### src/rtl/pipe_ctrl_pkg.sv
// pipe_ctrl_pkg: shared stall-bus, exception-code and FSM definitions for pipe_ctrl.
package pipe_ctrl_pkg;
  localparam int STG_PC = 0;
  localparam int STG_IF = 1;
  localparam int STG_IF2 = 2;
  localparam int STG_ID = 3;
  localparam int STG_EX = 4;
  localparam int STG_PREMEM = 5;
  localparam int STALL_W = STG_PREMEM + 1;
  typedef logic [STALL_W-1:0] stall_t;
  localparam stall_t STALL_NONE = 6'b000000;
  localparam stall_t STALL_IF = 6'b000111;
  localparam stall_t STALL_ID = 6'b001111;
  localparam stall_t STALL_EX = 6'b011111;
  localparam stall_t STALL_MEM = 6'b111111;
  localparam logic [31:0] EXC_VECTOR = 32'hBFC00380;
  localparam logic [31:0] EXC_INT = 32'h1;
  localparam logic [31:0] EXC_ADEL = 32'h4;
  localparam logic [31:0] EXC_ADES = 32'h5;
  localparam logic [31:0] EXC_SYSCALL = 32'h8;
  localparam logic [31:0] EXC_BREAK = 32'h9;
  localparam logic [31:0] EXC_RI = 32'hA;
  localparam logic [31:0] EXC_OV = 32'hC;
  localparam logic [31:0] EXC_TRAP = 32'hD;
  localparam logic [31:0] EXC_ERET = 32'hE;
  localparam logic [1:0] ST_RUN = 2'd0;
  localparam logic [1:0] ST_DRAIN = 2'd1;
  localparam logic [1:0] ST_FLUSH = 2'd2;
  function automatic logic [31:0] exc_target(input logic [31:0] excepttype, input logic [31:0] epc);
    return excepttype == EXC_ERET ? epc : EXC_VECTOR;
  endfunction
endpackage

### src/rtl/pipe_ctrl_perf_cnt.sv
// pipe_perf_cnt: saturating up-counter with enable.
module pipe_perf_cnt #(
  parameter int W = 32
) (
  input  logic         clk,
  input  logic         rst,
  input  logic         en,
  output logic [W-1:0] count
);
  always_ff @(posedge clk or posedge rst)
    if (rst) count <= '0;
    else if (en && count != '1) count <= count + 1'b1;
endmodule

### src/rtl/pipe_ctrl.sv
// pipe_ctrl: stall-bus merge plus exception/ERET freeze-drain-flush sequencing;
// PIPE_PERF_CNT_EN compiles in the stall/flush performance counters.
module pipe_ctrl
  import pipe_ctrl_pkg::*;
(
  input  logic         clk,
  input  logic         rst,
  input  logic         stallreq_if,
  input  logic         stallreq_id,
  input  logic         stallreq_ex,
  input  logic         stallreq_mem,
  input  logic         if_busy,
  input  logic [31:0]  excepttype,
  input  logic [31:0]  cp0_epc,
  output logic [5:0]   stall,
  output logic         flush,
  output logic [31:0]  new_pc,
  output logic [31:0]  stall_cycles,
  output logic [31:0]  flush_count
);
  logic [1:0] state, state_nx;
  logic [31:0] target, target_nx;
  logic exc;
  stall_t run_stall;
  assign exc = state == ST_RUN && excepttype != 32'h0;
  always_comb begin
    run_stall = stallreq_mem ? STALL_MEM : stallreq_ex ? STALL_EX : stallreq_id ? STALL_ID :
                stallreq_if ? STALL_IF : STALL_NONE;
    stall = (rst || state == ST_FLUSH) ? STALL_NONE : (state == ST_DRAIN || exc) ? STALL_MEM : run_stall;
    state_nx = state == ST_FLUSH ? ST_RUN : (state == ST_DRAIN || exc) ? (if_busy ? ST_DRAIN : ST_FLUSH) : ST_RUN;
    target_nx = exc ? exc_target(excepttype, cp0_epc) : target;
  end
  // flush/new_pc are registered so they line up with the FLUSH state itself
  always_ff @(posedge clk or posedge rst)
    if (rst) begin
      state <= ST_RUN;
      target <= '0;
      flush <= 1'b0;
      new_pc <= '0;
    end else begin
      state <= state_nx;
      target <= target_nx;
      flush <= state_nx == ST_FLUSH;
      new_pc <= state_nx == ST_FLUSH ? target_nx : 32'h0;
    end
`ifdef PIPE_PERF_CNT_EN
  pipe_perf_cnt #(.W(32)) u_stall_cnt (.clk(clk), .rst(rst), .en(stall != STALL_NONE), .count(stall_cycles));
  pipe_perf_cnt #(.W(32)) u_flush_cnt (.clk(clk), .rst(rst), .en(flush), .count(flush_count));
`else
  assign stall_cycles = 32'h0;
  assign flush_count = 32'h0;
`endif
endmodule

### config.mk
export PLATFORM = sky130hd
export DESIGN_NAME = pipe_ctrl
export DESIGN_NICKNAME = d
export VERILOG_FILES = /design/src/rtl/pipe_ctrl_pkg.sv /design/src/rtl/pipe_ctrl_perf_cnt.sv /design/src/rtl/pipe_ctrl.sv
export SDC_FILE = /design/constraint.sdc
export NUM_CORES = 1
export LEC_CHECK = 0
export CORE_MARGIN = 8
export CORE_UTILIZATION = 40
export CTS_BUF_LIST = sky130_fd_sc_hd__clkbuf_16
export DETAILED_ROUTE_END_ITERATION = 10
export PLACE_DENSITY = 0.86
export SYNTH_ARGS = -nofsm -noshare
export SYNTH_HDL_FRONTEND = slang
export SYNTH_SLANG_ARGS = --single-unit
### constraint.sdc
create_clock -name clk -period 3.3 [get_ports clk]
set_clock_uncertainty 0.1 [all_clocks]
set_input_delay 0.33 -clock clk [delete_from_list [all_inputs] [get_ports clk]]
set_output_delay 0.33 -clock clk [all_outputs]
set_load 0.05 [all_outputs]
==> results.json, run 1 <==
{
  "clock_sinks": 67,
  "synth-seq-cells": 67,
  "p_seq_share_pct": 38.5,
  "wl_um": 8960,
  "slew_viol_final": 0,
  "io_buffer_count": 109,
  "firstDrtPassIters": 4,
  "yosys-top-cells-count": "68 x buf_4, 67 x dfrtp_1, 42 x nand4_1, 22 x nand3_1",
  "drcViolationCount": 0,
  "p_total_uw": 2180,
  "start_util_pct": 41.1,
  "syn_inst": 322,
  "p_int_uw": 1540,
  "ys_async_sr_fraction_pct": 100,
  "place_ws_ps": 572,
  "grt.total_usage_pct": 15.2,
  "drt_iter0_drc": 153,
  "critPathLaunchType": "input port",
  "holdBufCountCts": 0,
  "layout-drive-gt1-share_pct": 13.1,
  "ioPinCount": 174,
  "ir_drop_mv": 0.221,
  "die_y_um": 108,
  "cap_violations": 0,
  "grt_pass1_vias": 3071,
  "rows": 33,
  "cts-root-buf": "clkbuf_16",
  "vias_per_cell": 5.23,
  "crit_chain": "clkdlybuf4s50_1 -> nor4_1 -> nand4_1 -> or4_4 -> o311a_1 -> buf_4",
  "worstPathArrival_ps": 2310,
  "slowest_stage": "or4_4",
  "worstHoldPathType": "reg -> reg",
  "tightestPinTransition_ps": 1000,
  "antenna_cells": 0,
  "cts_buffer_depth": 2,
  "die_area_um2": 11700,
  "clkPwrFrac_pct": 41.8,
  "end_kind": "output port",
  "dp_hpwl_um": 6810,
  "max_slew_margin_pct": 32.8,
  "hold_viol": 0,
  "synth_area_leaders": "dfrtp_1 50%, buf_4 15%, nand4_1 7.8%",
  "routedWlPerCell_um": 16.8,
  "drtAntennaViolNets": 0,
  "cts_inserted_buffers": 9,
  "synth_area_per_cell_um2": 10.5,
  "cts_tree": "done",
  "syn-cell-area_um2": 3380,
  "die_x_um": 108,
  "path_class": "in -> out",
  "fin_tns_setup_ps": 0,
  "syn_to_final_growth_pct": 35.8,
  "rsz0062_at_grt": "no",
  "ys_types": 32,
  "grt_max_degree": 39,
  "synth_flop_cell": "dfrtp_1",
  "grt_pass1_wl_um": 14300,
  "synth_area_leader_cell": "dfrtp_1",
  "yosysSeqAreaShare_pct": 49.6,
  "postCtsSetupBuffers": 0,
  "gp_congestion": 0.759,
  "vias": 2795,
  "p_leak_uw": 0.00197,
  "core_um2": 8220,
  "setup_viol": 0,
  "clkTransAtPathRegs_ps": 50,
  "yosysMostFrequentCell": "buf_4",
  "cts_resized": 0,
  "synth_top_area_share_pct": 49.6,
  "insertion_delay_ps": 320,
  "cts-htree-levels": 3,
  "final_util_pct": 55.9,
  "outcome": "completed",
  "cp_max_fo": 3,
  "fin_nets": 496,
  "sw_frac_of_total_pct": 29.6,
  "antenna_found_initial": 0,
  "overflow": 0,
  "period_needed_ps": 2740,
  "powerDensity_nw_per_um2": 475,
  "yosys_warnings": 0,
  "n_fill_cell": 727,
  "fin_ws_ps": 556,
  "critPathMaxStageDelay_ps": 540,
  "synth-edff-count": 0,
  "period_share_pct": 83.2,
  "required_ps": 2870,
  "fmax_mhz": 364,
  "comb_power_share_pct": 19.7,
  "fin_hold_ws_ps": 387,
  "p_sw_uw": 644
}
flip-flops by register name, indices dropped and copies added (netlist names):
register	flops
target	32
state	2
flush	1
new_pc	32
cell type report:
class	instances	area [um^2]	area share, %
clock buffer	9	225	4.91
clock inverter	6	67.6	1.47
inverter	5	22.5	0.491
timing repair buffer	118	1140	24.9
tap	105	131	2.86
multi-input combinational	224	1320	28.8
sequential	67	1680	36.5
critical path, delay by kind of cell:
kind / cells / cell delay [ps]
simple gates: 3 / 1080
buf+inv: 2 / 590
compound gates: 1 / 310
final timing paths:
check                              start          to  slack, ps  depth (start not counted)
max                        excepttype[9]    stall[4]        560                          6
min reg2reg                    target[8]   target[8]        390                          1
max reg2reg                     state[0]  new_pc[27]        830                          3
min in group asynchronous            rst    state[1]        450                          3
min                            target[8]   target[8]        390                          1
max in group asynchronous            rst  new_pc[20]       2290                          3
cell families (layout without fill, tap and decap cells):
family,after synthesis,after routing,synth area share (%)
buf+inv,94,138,18.5
other cells,1,64,0.111
compound gates,54,54,13.4
simple gates,106,106,18.4
flops,67,67,49.6
metrics by stage:
stage               cell area (um^2)  std cells
finish                          4590        534
global route                    4590        534
CTS                             4590        534
detailed placement              4300        519
global placement                4300        519
floorplan                       3620        385
metal layers:
layer / vias to the layer above / wire length, um / GRT usage (%)
met5: - / 0 / 0
met3: 6 / 653 / 4.70
met2: 142 / 4410 / 25.0
li1: 1285 / - / -
met4: 0 / 124 / 6.05
met1: 1362 / 3770 / 18.2
power groups by stage:
stage / combinational, uW / sequential (uW) / clock (uW)
5_1_grt: 453 / 840 / 970
6_report: 430 / 839 / 912
3_3_place_gp: 424 / 853 / 0
2_1_floorplan: 308 / 892 / 0
4_1_cts: 428 / 839 / 936
3_5_place_dp: 427 / 854 / 0
layout by cell type (no fill, tap or decap), types with 3 or more instances in the layout:
cell type,synthesis,layout
or3_1,3,3
dfrtp_1,67,67
buf_4,68,15
o221a_2,12,12
clkbuf_16,0,9
clkinvlp_4,0,6
o22a_1,12,12
nand3_1,22,22
nand4_1,42,42
a31oi_1,20,20
nand2_1,20,20
clkdlybuf4s50_1,0,103
nor4_2,5,5
conb_1,1,64
(Power assumes the default switching activity.)
==> inputs of run 2 (changes only) <==
- clock period: 3.3 -> 2.7 ns (I/O delays scaled with it)
==> run 2 against run 1 <==
  * Clock power grew 38%
  * Routed wire length grew 5.6%
  * Register-to-register slack lost 400 ps
  * Global-route usage grew 0.22 points
  * Worst hold slack gained 6.6 ps
  * Sequential power grew 23%
  * Combinational power grew 25%
  * Design area grew 1.5%
==> results.json, run 2 (synthesis gave the netlist of run 1 again) <==
{
  "vias": 2888,
  "core_um2": 8220,
  "grt_pass1_wl_um": 14500,
  "placed_area_um2": 4320,
  "gp_congestion": 0.767,
  "cts-htree-levels": 3,
  "biggestRegsByFlops": "new_pc (32), target (32), state (2)",
  "tightestPinTransition_ps": 1030,
  "start_util_pct": 41.1,
  "fin_tns_setup_ps": 0,
  "die_area_um2": 11700,
  "cts_buffer_depth": 2,
  "cts_inserted_buffers": 9,
  "required_ps": 2330,
  "outcome": "completed",
  "place_ws_ps": 35.9,
  "critPathMaxStageDelay_ps": 520,
  "io_buffer_count": 109,
  "vias_per_cell": 5.41,
  "dp_hpwl_um": 6950,
  "hold_viol": 0,
  "final_cell_area_um2": 4660,
  "grt_max_degree": 68,
  "grt_pass1_vias": 3000,
  "crit_chain": "clkdlybuf4s50_1 -> nor4_4 -> nand4_1 -> or4_4 -> o311a_1 -> buf_4",
  "max_slew_margin_pct": 31.3,
  "worstHoldPathType": "reg -> reg",
  "insertion_delay_ps": 320,
  "syn_to_final_growth_pct": 37.8,
  "final_common_cell": "clkdlybuf4s50_1",
  "drtAntennaViolNets": 0,
  "drt_iter0_drc": 130,
  "fin_nets": 495,
  "period_share_pct": 96.0,
  "die_x_um": 108,
  "fmax_mhz": 386,
  "setup_viol": 0,
  "cp_max_fo": 3,
  "antenna_cells": 0,
  "period_needed_ps": 2590,
  "cts_tree": "done",
  "die_y_um": 108,
  "wl_um": 9460,
  "slowest_stage": "or4_4",
  "overflow": 0,
  "cts-root-buf": "clkbuf_16",
  "layout-drive-gt1-share_pct": 13.8,
  "fin_hold_ws_ps": 394,
  "critPathLaunchType": "input port",
  "cap_violations": 0,
  "worstPathArrival_ps": 2220,
  "drcViolationCount": 0,
  "end_kind": "output port",
  "slew_viol_final": 0,
  "fin_ws_ps": 107,
  "postCtsSetupBuffers": 0,
  "layout_common_cells": "103 x clkdlybuf4s50_1, 67 x dfrtp_1, 64 x conb_1",
  "grt.total_usage_pct": 15.4,
  "ioPinCount": 174,
  "powerDensity_nw_per_um2": 605,
  "routedWlPerCell_um": 17.7,
  "rows": 33,
  "ir_drop_mv": 0.246,
  "p_leak_uw": 0.00200,
  "clkTransAtPathRegs_ps": 60,
  "holdBufCountCts": 0,
  "rsz0062_at_grt": "no",
  "antenna_found_initial": 0,
  "p_total_uw": 2820,
  "path_class": "in -> out",
  "firstDrtPassIters": 6,
  "clock_sinks": 67
}
## run 2: layout make-up
class / instances / area, um^2
sequential: 67 / 1680
inverter: 5 / 22.5
multi-input combinational: 224 / 1340
clock inverter: 7 / 98.8
clock buffer: 9 / 225
timing repair buffer: 117 / 1160
fill: 695 / 3560
tap: 105 / 131
## run 2: path summary, 6_finish.rpt
path	from	end	slack (ps)	cells after the start
setup / recovery	excepttype[9]	stall[4]	110	6
hold / removal	target[31]	target[31]	390	1
setup reg to reg	state[0]	new_pc[22]	430	3
hold reg to reg	target[31]	target[31]	390	1
max in group asynchronous	rst	new_pc[20]	1410	3
min in group asynchronous	rst	state[0]	550	3
## run 2: worst max-delay path: cells and delay by family
kind | cells | cell delay [ps]
simple gates | 3 | 970
compound gates | 1 | 320
buf+inv | 2 | 660
## run 2: power by group
group          internal, uW  switching, uW
clock network           814            442
registers              1020           5.80
logic                   155            382
total                  1990            830
## run 2: what timing repair did
item / 4_1_cts / 5_1_grt
endpoints found under the hold margin: 0 / 0
gates resized for setup: 0 / 2
setup endpoints to repair: 0 / 3
## run 2: per-stage QoR
step / cells / util (%)
2_1_floorplan: 385 / -
3_3_place_gp: 518 / 52.6
3_5_place_dp: 518 / 52.6
4_1_cts: 534 / 56.5
5_1_grt: 534 / 56.7
6_report: 534 / 56.7
## run 2: metal layers
metal | GRT usage (%) | routed length (um) | up-vias
li1 | - | - | 1281
met1 | 18.5 | 3900 | 1426
met2 | 26.7 | 4750 | 175
met3 | 3.75 | 733 | 6
met4 | 4.86 | 79 | 0
met5 | 0 | 0 | -
